===== src/rtl/pic_pkg.sv =====
// Shared types and bit positions for the 8259A bus front end.
// Initialization sequence states and command-word bit indices.
package pic_pkg;

    typedef enum logic [2:0] {
        UNINIT = 3'd0,
        ICW2   = 3'd1,
        ICW3   = 3'd2,
        ICW4   = 3'd3,
        READY  = 3'd4
    } pic_state_t;

    localparam int ICW1_IC4  = 0;
    localparam int ICW1_SNGL = 1;
    localparam int CMD_D3    = 3;
    localparam int CMD_D4    = 4;

    // Readback source: IMR on A0=1, otherwise ISR only when explicitly selected.
    function automatic logic [7:0] read_select(
        input logic       a0,
        input logic       en_read_reg,
        input logic       isr_or_irr,
        input logic [7:0] imr,
        input logic [7:0] isr,
        input logic [7:0] irr
    );
        if (a0)
            return imr;
        else if (en_read_reg && isr_or_irr)
            return isr;
        else
            return irr;
    endfunction

endpackage


===== src/rtl/pic_bus_sync.sv =====
// Four-bit two-flop synchronizer for the CPU bus control pins.
// RESET_VAL lets idle-high strobes come out of reset inactive.
module pic_bus_sync #(
    parameter logic [3:0] RESET_VAL = 4'b0000
) (
    input  logic       clk,
    input  logic       rst_n,
    input  logic [3:0] d,
    output logic [3:0] q
);

    logic [3:0] meta;

    always_ff @(posedge clk or negedge rst_n) begin
        if (!rst_n) begin
            meta <= RESET_VAL;
            q    <= RESET_VAL;
        end else begin
            meta <= d;
            q    <= meta;
        end
    end

endmodule


===== src/rtl/pic_bus_control_logic.sv =====
// CPU bus front end of the 8259A: write decode into ICW/OCW strobes and register readback.
// Define PIC_BUS_SYNC_EN to pass CS_N/WR_N/RD_N/A0 through a two-flop synchronizer.
module pic_bus_control_logic
    import pic_pkg::*;
(
    input  logic       clk,
    input  logic       reset_n,
    input  logic       CS_N,
    input  logic       WR_N,
    input  logic       RD_N,
    input  logic       A0,
    input  logic [7:0] DATA_IN,
    input  logic       EN_READ_REG,
    input  logic       READ_REG_ISR_OR_IRR,
    input  logic [7:0] ISR,
    input  logic [7:0] IRR,
    input  logic [7:0] IMR,
    output logic [7:0] internal_data_bus,
    output logic       write_ICW_1,
    output logic       write_ICW_2_4,
    output logic       write_OCW_1,
    output logic       write_OCW_2,
    output logic       write_OCW_3,
    output logic       INIT_DONE,
    output logic [7:0] DATA_OUT,
    output logic       DATA_OE
);

    logic s_cs_n, s_wr_n, s_rd_n, s_a0;
    logic p_cs_n, p_wr_n;
    logic a0_latched;
    logic commit;
    logic read_active;

    pic_state_t state, next_state;
    logic sngl, next_sngl;
    logic ic4, next_ic4;
    logic next_icw_1, next_icw_2_4, next_ocw_1, next_ocw_2, next_ocw_3;

`ifdef PIC_BUS_SYNC_EN
    logic [3:0] sync_q;

    pic_bus_sync #(
        .RESET_VAL(4'b1110)
    ) u_sync (
        .clk   (clk),
        .rst_n (reset_n),
        .d     ({CS_N, WR_N, RD_N, A0}),
        .q     (sync_q)
    );

    assign {s_cs_n, s_wr_n, s_rd_n, s_a0} = sync_q;
`else
    assign s_cs_n = CS_N;
    assign s_wr_n = WR_N;
    assign s_rd_n = RD_N;
    assign s_a0   = A0;
`endif

    // Previous-cycle pin values; idle-high so reset never looks like a WR_N rising edge.
    always_ff @(posedge clk or negedge reset_n) begin
        if (!reset_n) begin
            p_cs_n <= 1'b1;
            p_wr_n <= 1'b1;
        end else begin
            p_cs_n <= s_cs_n;
            p_wr_n <= s_wr_n;
        end
    end

    always_ff @(posedge clk or negedge reset_n) begin
        if (!reset_n) begin
            internal_data_bus <= 8'h00;
            a0_latched        <= 1'b0;
        end else if (!s_cs_n && !s_wr_n) begin
            internal_data_bus <= DATA_IN;
            a0_latched        <= s_a0;
        end
    end

    assign commit      = !p_wr_n && s_wr_n && !p_cs_n;
    assign read_active = !s_cs_n && !s_rd_n && s_wr_n;

    // Command decode on the WR_N rising edge; ICW1 is recognised in every state.
    always_comb begin
        next_state   = state;
        next_sngl    = sngl;
        next_ic4     = ic4;
        next_icw_1   = 1'b0;
        next_icw_2_4 = 1'b0;
        next_ocw_1   = 1'b0;
        next_ocw_2   = 1'b0;
        next_ocw_3   = 1'b0;
        if (commit) begin
            if (!a0_latched && internal_data_bus[CMD_D4]) begin
                next_icw_1 = 1'b1;
                next_sngl  = internal_data_bus[ICW1_SNGL];
                next_ic4   = internal_data_bus[ICW1_IC4];
                next_state = ICW2;
            end else begin
                case (state)
                    ICW2: begin
                        if (a0_latched) begin
                            next_icw_2_4 = 1'b1;
                            if (!sngl)
                                next_state = ICW3;
                            else if (ic4)
                                next_state = ICW4;
                            else
                                next_state = READY;
                        end
                    end
                    ICW3: begin
                        if (a0_latched) begin
                            next_icw_2_4 = 1'b1;
                            next_state   = ic4 ? ICW4 : READY;
                        end
                    end
                    ICW4: begin
                        if (a0_latched) begin
                            next_icw_2_4 = 1'b1;
                            next_state   = READY;
                        end
                    end
                    READY: begin
                        if (a0_latched)
                            next_ocw_1 = 1'b1;
                        else if (internal_data_bus[CMD_D4:CMD_D3] == 2'b00)
                            next_ocw_2 = 1'b1;
                        else if (internal_data_bus[CMD_D4:CMD_D3] == 2'b01)
                            next_ocw_3 = 1'b1;
                    end
                    default: ;
                endcase
            end
        end
    end

    always_ff @(posedge clk or negedge reset_n) begin
        if (!reset_n) begin
            state         <= UNINIT;
            sngl          <= 1'b0;
            ic4           <= 1'b0;
            write_ICW_1   <= 1'b0;
            write_ICW_2_4 <= 1'b0;
            write_OCW_1   <= 1'b0;
            write_OCW_2   <= 1'b0;
            write_OCW_3   <= 1'b0;
        end else begin
            state         <= next_state;
            sngl          <= next_sngl;
            ic4           <= next_ic4;
            write_ICW_1   <= next_icw_1;
            write_ICW_2_4 <= next_icw_2_4;
            write_OCW_1   <= next_ocw_1;
            write_OCW_2   <= next_ocw_2;
            write_OCW_3   <= next_ocw_3;
        end
    end

    assign INIT_DONE = (state == READY);

    // A simultaneous write masks the read, and DATA_OUT keeps the last value read.
    always_ff @(posedge clk or negedge reset_n) begin
        if (!reset_n) begin
            DATA_OE  <= 1'b0;
            DATA_OUT <= 8'h00;
        end else begin
            DATA_OE <= read_active;
            if (read_active)
                DATA_OUT <= read_select(s_a0, EN_READ_REG, READ_REG_ISR_OR_IRR,
                                        IMR, ISR, IRR);
        end
    end

endmodule


===== config.mk =====
export PLATFORM = sky130hd
export DESIGN_NAME = pic_bus_control_logic
export DESIGN_NICKNAME = d
export VERILOG_FILES = /design/src/rtl/pic_pkg.sv /design/src/rtl/pic_bus_sync.sv /design/src/rtl/pic_bus_control_logic.sv
export SDC_FILE = /design/constraint.sdc
export NUM_CORES = 1
export LEC_CHECK = 0
export ABC_CLOCK_PERIOD_IN_PS = 1600
export CAP_MARGIN = 20
export CORE_MARGIN = 8
export CORE_UTILIZATION = 35
export DETAILED_ROUTE_END_ITERATION = 16
export PLACE_DENSITY = 0.75
export SLEW_MARGIN = 15
export SYNTH_ARGS = -nofsm -noshare
export SYNTH_HDL_FRONTEND = slang
export SYNTH_HIERARCHICAL = 1
export SYNTH_SLANG_ARGS = --single-unit

===== constraint.sdc =====
create_clock -name clk -period 1.6 [get_ports clk]
set_clock_uncertainty 0.1 [all_clocks]
set_input_delay 0.16 -clock clk [delete_from_list [all_inputs] [get_ports clk]]
set_output_delay 0.16 -clock clk [all_outputs]
set_load 0.01 [all_outputs]

## Word level (Yosys, flattened, before mapping)

Index checks and enable logic that the tools add are counted.

| operators by class | value |
|---|---|
| eq/ne operators | 8 |
| multiplexer cells | 29 |
| reductions and logical operators | 18 |

Operator list:

| operator | count |
|---|---|
| $mux W1 | 20 |
| $mux W3 | 6 |
| $mux W8 | 2 |
| $ne A3 B3 Y1 const B | 3 |
| $pmux W3 S3 | 1 |
| $logic_and A1 B1 Y1 | 7 |
| $eq A3 B2 Y1 const B | 2 |
| $logic_not A1 Y1 | 6 |
| $reduce_and A5 Y1 | 1 |
| $reduce_bool A4 Y1 | 1 |
| $eq A3 B1 Y1 const B | 1 |
| $eq A3 B3 Y1 const B | 1 |
| $reduce_or A3 Y1 | 1 |
| $eq A2 B1 Y1 const B | 1 |
| $logic_not A2 Y1 | 1 |
| $reduce_and A2 Y1 | 1 |

| storage, ports and cells | value |
|---|---|
| register bits after elaboration | 30 |
| bits of input ports | 40 |
| output and inout port bits | 23 |

## Longest topological paths before layout

| depth | value |
|---|---|
| word-level depth | 7 |
| depth in mapped cells | 5 |
| gate-level depth less buffers | 3 |

## Worst setup path before layout

Ideal clock, no wire load.

| timing | value |
|---|---|
| kind | register to register |
| start | reg p_wr_n |
| end | reg ic4 |
| arrival | 1148 ps |
| path slack | 228 ps |
| stages on the path, launching flop included | 4 |
| path buffers | 0 |
| period minus slack after synthesis | 1372 ps |
| path through | dfstp_2 nor3b_2 and2_1 mux2_2 |

| between the ends | value |
|---|---|
| cells in the longest elaborated chain, start to end | 4 |

Ends and longest elaborated chain:

| what | RTL line | source |
|---|---|---|
| start: declaration | pic_bus_control_logic.sv:30 | `logic p_cs_n, p_wr_n;` |
| start signal: assignment | pic_bus_control_logic.sv:67 | `p_wr_n <= s_wr_n;` |
| $logic_not A1 Y1 | pic_bus_control_logic.sv:81 | `assign commit = !p_wr_n && s_wr_n && !p_cs_n;` |
| $logic_and A1 B1 Y1 (2 in a row) | pic_bus_control_logic.sv:81 |  |
| $reduce_and A2 Y1 (no line) | n/a |  |
| end signal: assignment | pic_bus_control_logic.sv:152 | `ic4 <= next_ic4;` |
| end: declaration | pic_bus_control_logic.sv:37 | `logic ic4, next_ic4;` |

Every way passes these cells.
A chain may end at the register's enable or synchronous reset.

## Worst setup path after layout

| timing | value |
|---|---|
| start | reg internal_data_bus[4] |
| end | out internal_data_bus[4] |

RTL lines:

| what | RTL line | source |
|---|---|---|
| start: declaration | pic_bus_control_logic.sv:18 | `output logic [7:0] internal_data_bus,` |
| start signal: assignment | pic_bus_control_logic.sv:73 | `internal_data_bus <= 8'h00;` |
| start signal: assignment | pic_bus_control_logic.sv:76 | `internal_data_bus <= DATA_IN;` |

No word-level cell between the ends.

==> flow_metrics.tcl <==
set metrics [dict create \
    status "complete, no violations" \
    routed_wl_um 3380 \
    place_hpwl_um 2820 \
    finalNetCount 236 \
    synthMuxAreaShare_pct 8.26 \
    wl_per_cell_um 13.8 \
    htreeDepth 2 \
    drtPass1Iterations 4 \
    ios 63 \
    power_density_nw_per_um2 1020 \
    die_h_um 78.4 \
    critPathRequiredTime_ns 1.34 \
    gr-usage-met3_pct 7.63 \
    via_per_inst 4.86 \
    drv_cap 0 \
    grt_use_total_pct 11.3 \
    top_usage_layer "met2" \
    insertion_delay_ns 0.28 \
    num_vias 1187 \
    crit_family "buffers and inverters" \
    period_share_pct 95.0 \
    grt_pass1_vias 1278 \
    die_w_um 78.4 \
    fin_crit_ns 1.52 \
    worst_r2r_path_depth 4 \
    finish.utilization_pct 59.0 \
    drv_slew 0 \
    first_iter_violations 38 \
    critPathLaunchType "register" \
    final_common_cell "clkdlybuf4s50_1" \
    cp_max_fo 6 \
    syn_area_per_cell_um2 11.7 \
    antenna_found_initial 0 \
    critPathBufInv 1 \
    critPathMaxStageDelay_ns 0.57 \
    root_buffer "clkbuf_8" \
    drcViolationCount 0 \
    start_util_pct 36.7 \
    p_total_uw 2230 \
    synthXorXnorAreaFrac_pct 0 \
    clkTransAtPathRegs_ns 0.06 \
    yosysSeqAreaShare_pct 55.2 \
    tightestPinTransition_ns 0.475 \
    synth_top_family_by_area "simple AND/OR/NAND/NOR gates" \
    gp_congestion 0.751 \
    die-area_um2 6150 \
    worstPathArrival_ns 1.26 \
    setup-violations-final 0 \
    area_delta_synth_final_pct 60.6 \
    cts_sinks 30 \
    synthSimpleGateAreaFrac_pct 19.3 \
    drive_above_1_share_pct 18.9 \
    grt_pass1_wl_um 5590 \
    p_leak_uw 0.000963 \
    portBuffers 62 \
    cp_cell_sequence "clkdlybuf4s50_1" \
    synth_cells 117 \
    timing.hold.ws_ns 0.169 \
    slowest_stage "clkdlybuf4s50_1" \
    ys_seq_elements 30 \
    synth_fa_ha_area_share_pct 0 \
    synth_compound_area_share_pct 14.5 \
    post_cts_buffers 0 \
    slew_headroom_pct 68.3 \
    globalRouteMet2Util_pct 19.1 \
    hp-class "input pin to async pin" \
    grtUsageMet1_pct 10.6 \
    end_kind "output pin" \
    syn_area_um2 1360 \
    rows 22 \
    cts_tree "done" \
    yosys_warnings 6 \
    core_um2 3720 \
    nFillCells 327 \
    fmax_mhz 658 \
    antenna_cells 0 \
    max-vdd-ir-drop_v 0.000376 \
    clock_path_buffers 2 \
    hold_viol_final 0 \
    rsz0062_at_grt "no" \
    ys_types 29 \
    grt_overflow 0 \
    crit_type "register to output pin" \
    numCtsBuffers 5 \
    worst-path-stages 1 \
    grt_max_degree 31 \
    final_cell_mix "61 x clkdlybuf4s50_1, 28 x dfrtp_1, 13 x buf_4" \
    syn-num-nets 157 \
    postRouteAntennaNets 0 \
]
[routing by layer]
metal	vias to the layer above	share of wire, %
met5	-	0
met4	0	1.1
met3	6	14
met2	57	48
met1	541	37
li1	583	-
[cell usage after synthesis]
cell	count	share of area, %
dfrtp_1	28	51
and3_1	11	5.0
nand2_1	11	3.0
nor2b_1	11	5.0
mux2_2	10	8.3
a211oi_1	9	5.0
o31ai_1	7	3.9
inv_1	3	0.83
and2_1	2	0.92
buf_6	2	1.7
dfstp_2	2	3.9
nor3b_1	2	1.1
o21ai_0	2	0.73
or2_2	2	0.92
a21oi_1	1	0.37
a31o_2	1	0.64
a31oi_1	1	0.46
a32o_1	1	0.73
clkbuf_1	1	0.27
nand3b_1	1	0.55
nor2_1	1	0.27
nor2_2	1	0.46
nor3_1	1	0.37
nor3b_2	1	0.92
o211ai_1	1	0.55
o21ba_2	1	0.73
o21bai_1	1	0.55
o31ai_2	1	0.92
or3b_1	1	0.64
[area by class of cell]
class,instances,area (um^2),share of cell area (%)
Multi-Input combinational cell,81,573,26.2
Timing Repair Buffer,75,717,32.7
Sequential cell,30,753,34.4
Inverter,3,11.3,0.514
Tap cell,48,60.1,2.74
Clock buffer,7,76.3,3.48
[sequential cells by signal (all words and copies together), names as in the netlist]
register           flops
write_ICW_2_4          1
write_OCW_2            1
write_ICW_1            1
p_wr_n                 1
write_OCW_1            1
a0_latched             1
DATA_OE                1
write_OCW_3            1
state                  3
internal_data_bus      8
DATA_OUT               8
p_cs_n                 1
ic4                    1
sngl                   1
[worst register-to-register path: cells and delay by family (launching register included)]
kind	cells	cell delay (ns)
buffers and inverters	1	0.14
DFF	1	0.38
AOI/OAI and AO/OA	2	0.44
and+or+nand+nor	1	0.22
[kinds of logic after synthesis]
family / Yosys count
and+or+nand+nor: 45
AOI/OAI and AO/OA: 26
buffers and inverters: 6
DFF: 30
muxes: 10
[power breakdown]
group          total [uW]  internal, uW  switching (uW)  leakage, uW
combinational         707           438             269     0.000551
sequential            975           889            85.6     0.000374
clock                 546           298             248    0.0000383
[worst paths after layout]
kind | endpoint | startpoint | slack (ns)
max reg2reg | state[1] | state[0] | 0.20
min reg2reg | DATA_OUT[4] | DATA_OUT[4] | 0.39
min in group clk | p_cs_n | CS_N | 0.36
max in group asynchronous | p_cs_n | reset_n | 0.93
max | internal_data_bus[4] | internal_data_bus[4] | 0.08
min | internal_data_bus[7] | reset_n | 0.17
[metrics by stage]
| step | setup WS (ns) | setup TNS, ns | std cells | area, um^2 |
|---|---|---|---|---|
| after floorplan | 0.228 | 0 | 117 | 1360 |
| after global placement | -0.0304 | -0.205 | 237 | 2120 |
| after detailed placement | -0.0762 | -0.437 | 237 | 2120 |
| after CTS | 0.0645 | 0 | 244 | 2190 |
| after global routing | 0.0215 | 0 | 244 | 2190 |
| final | 0.0801 | 0 | 244 | 2190 |
[timing repair]
item / 4_1_cts / 5_1_grt
resized for setup: 1 / 0
setup endpoints to repair: 1 / 0
hold buffers: 0 / 0
(Power assumes the default switching activity.)
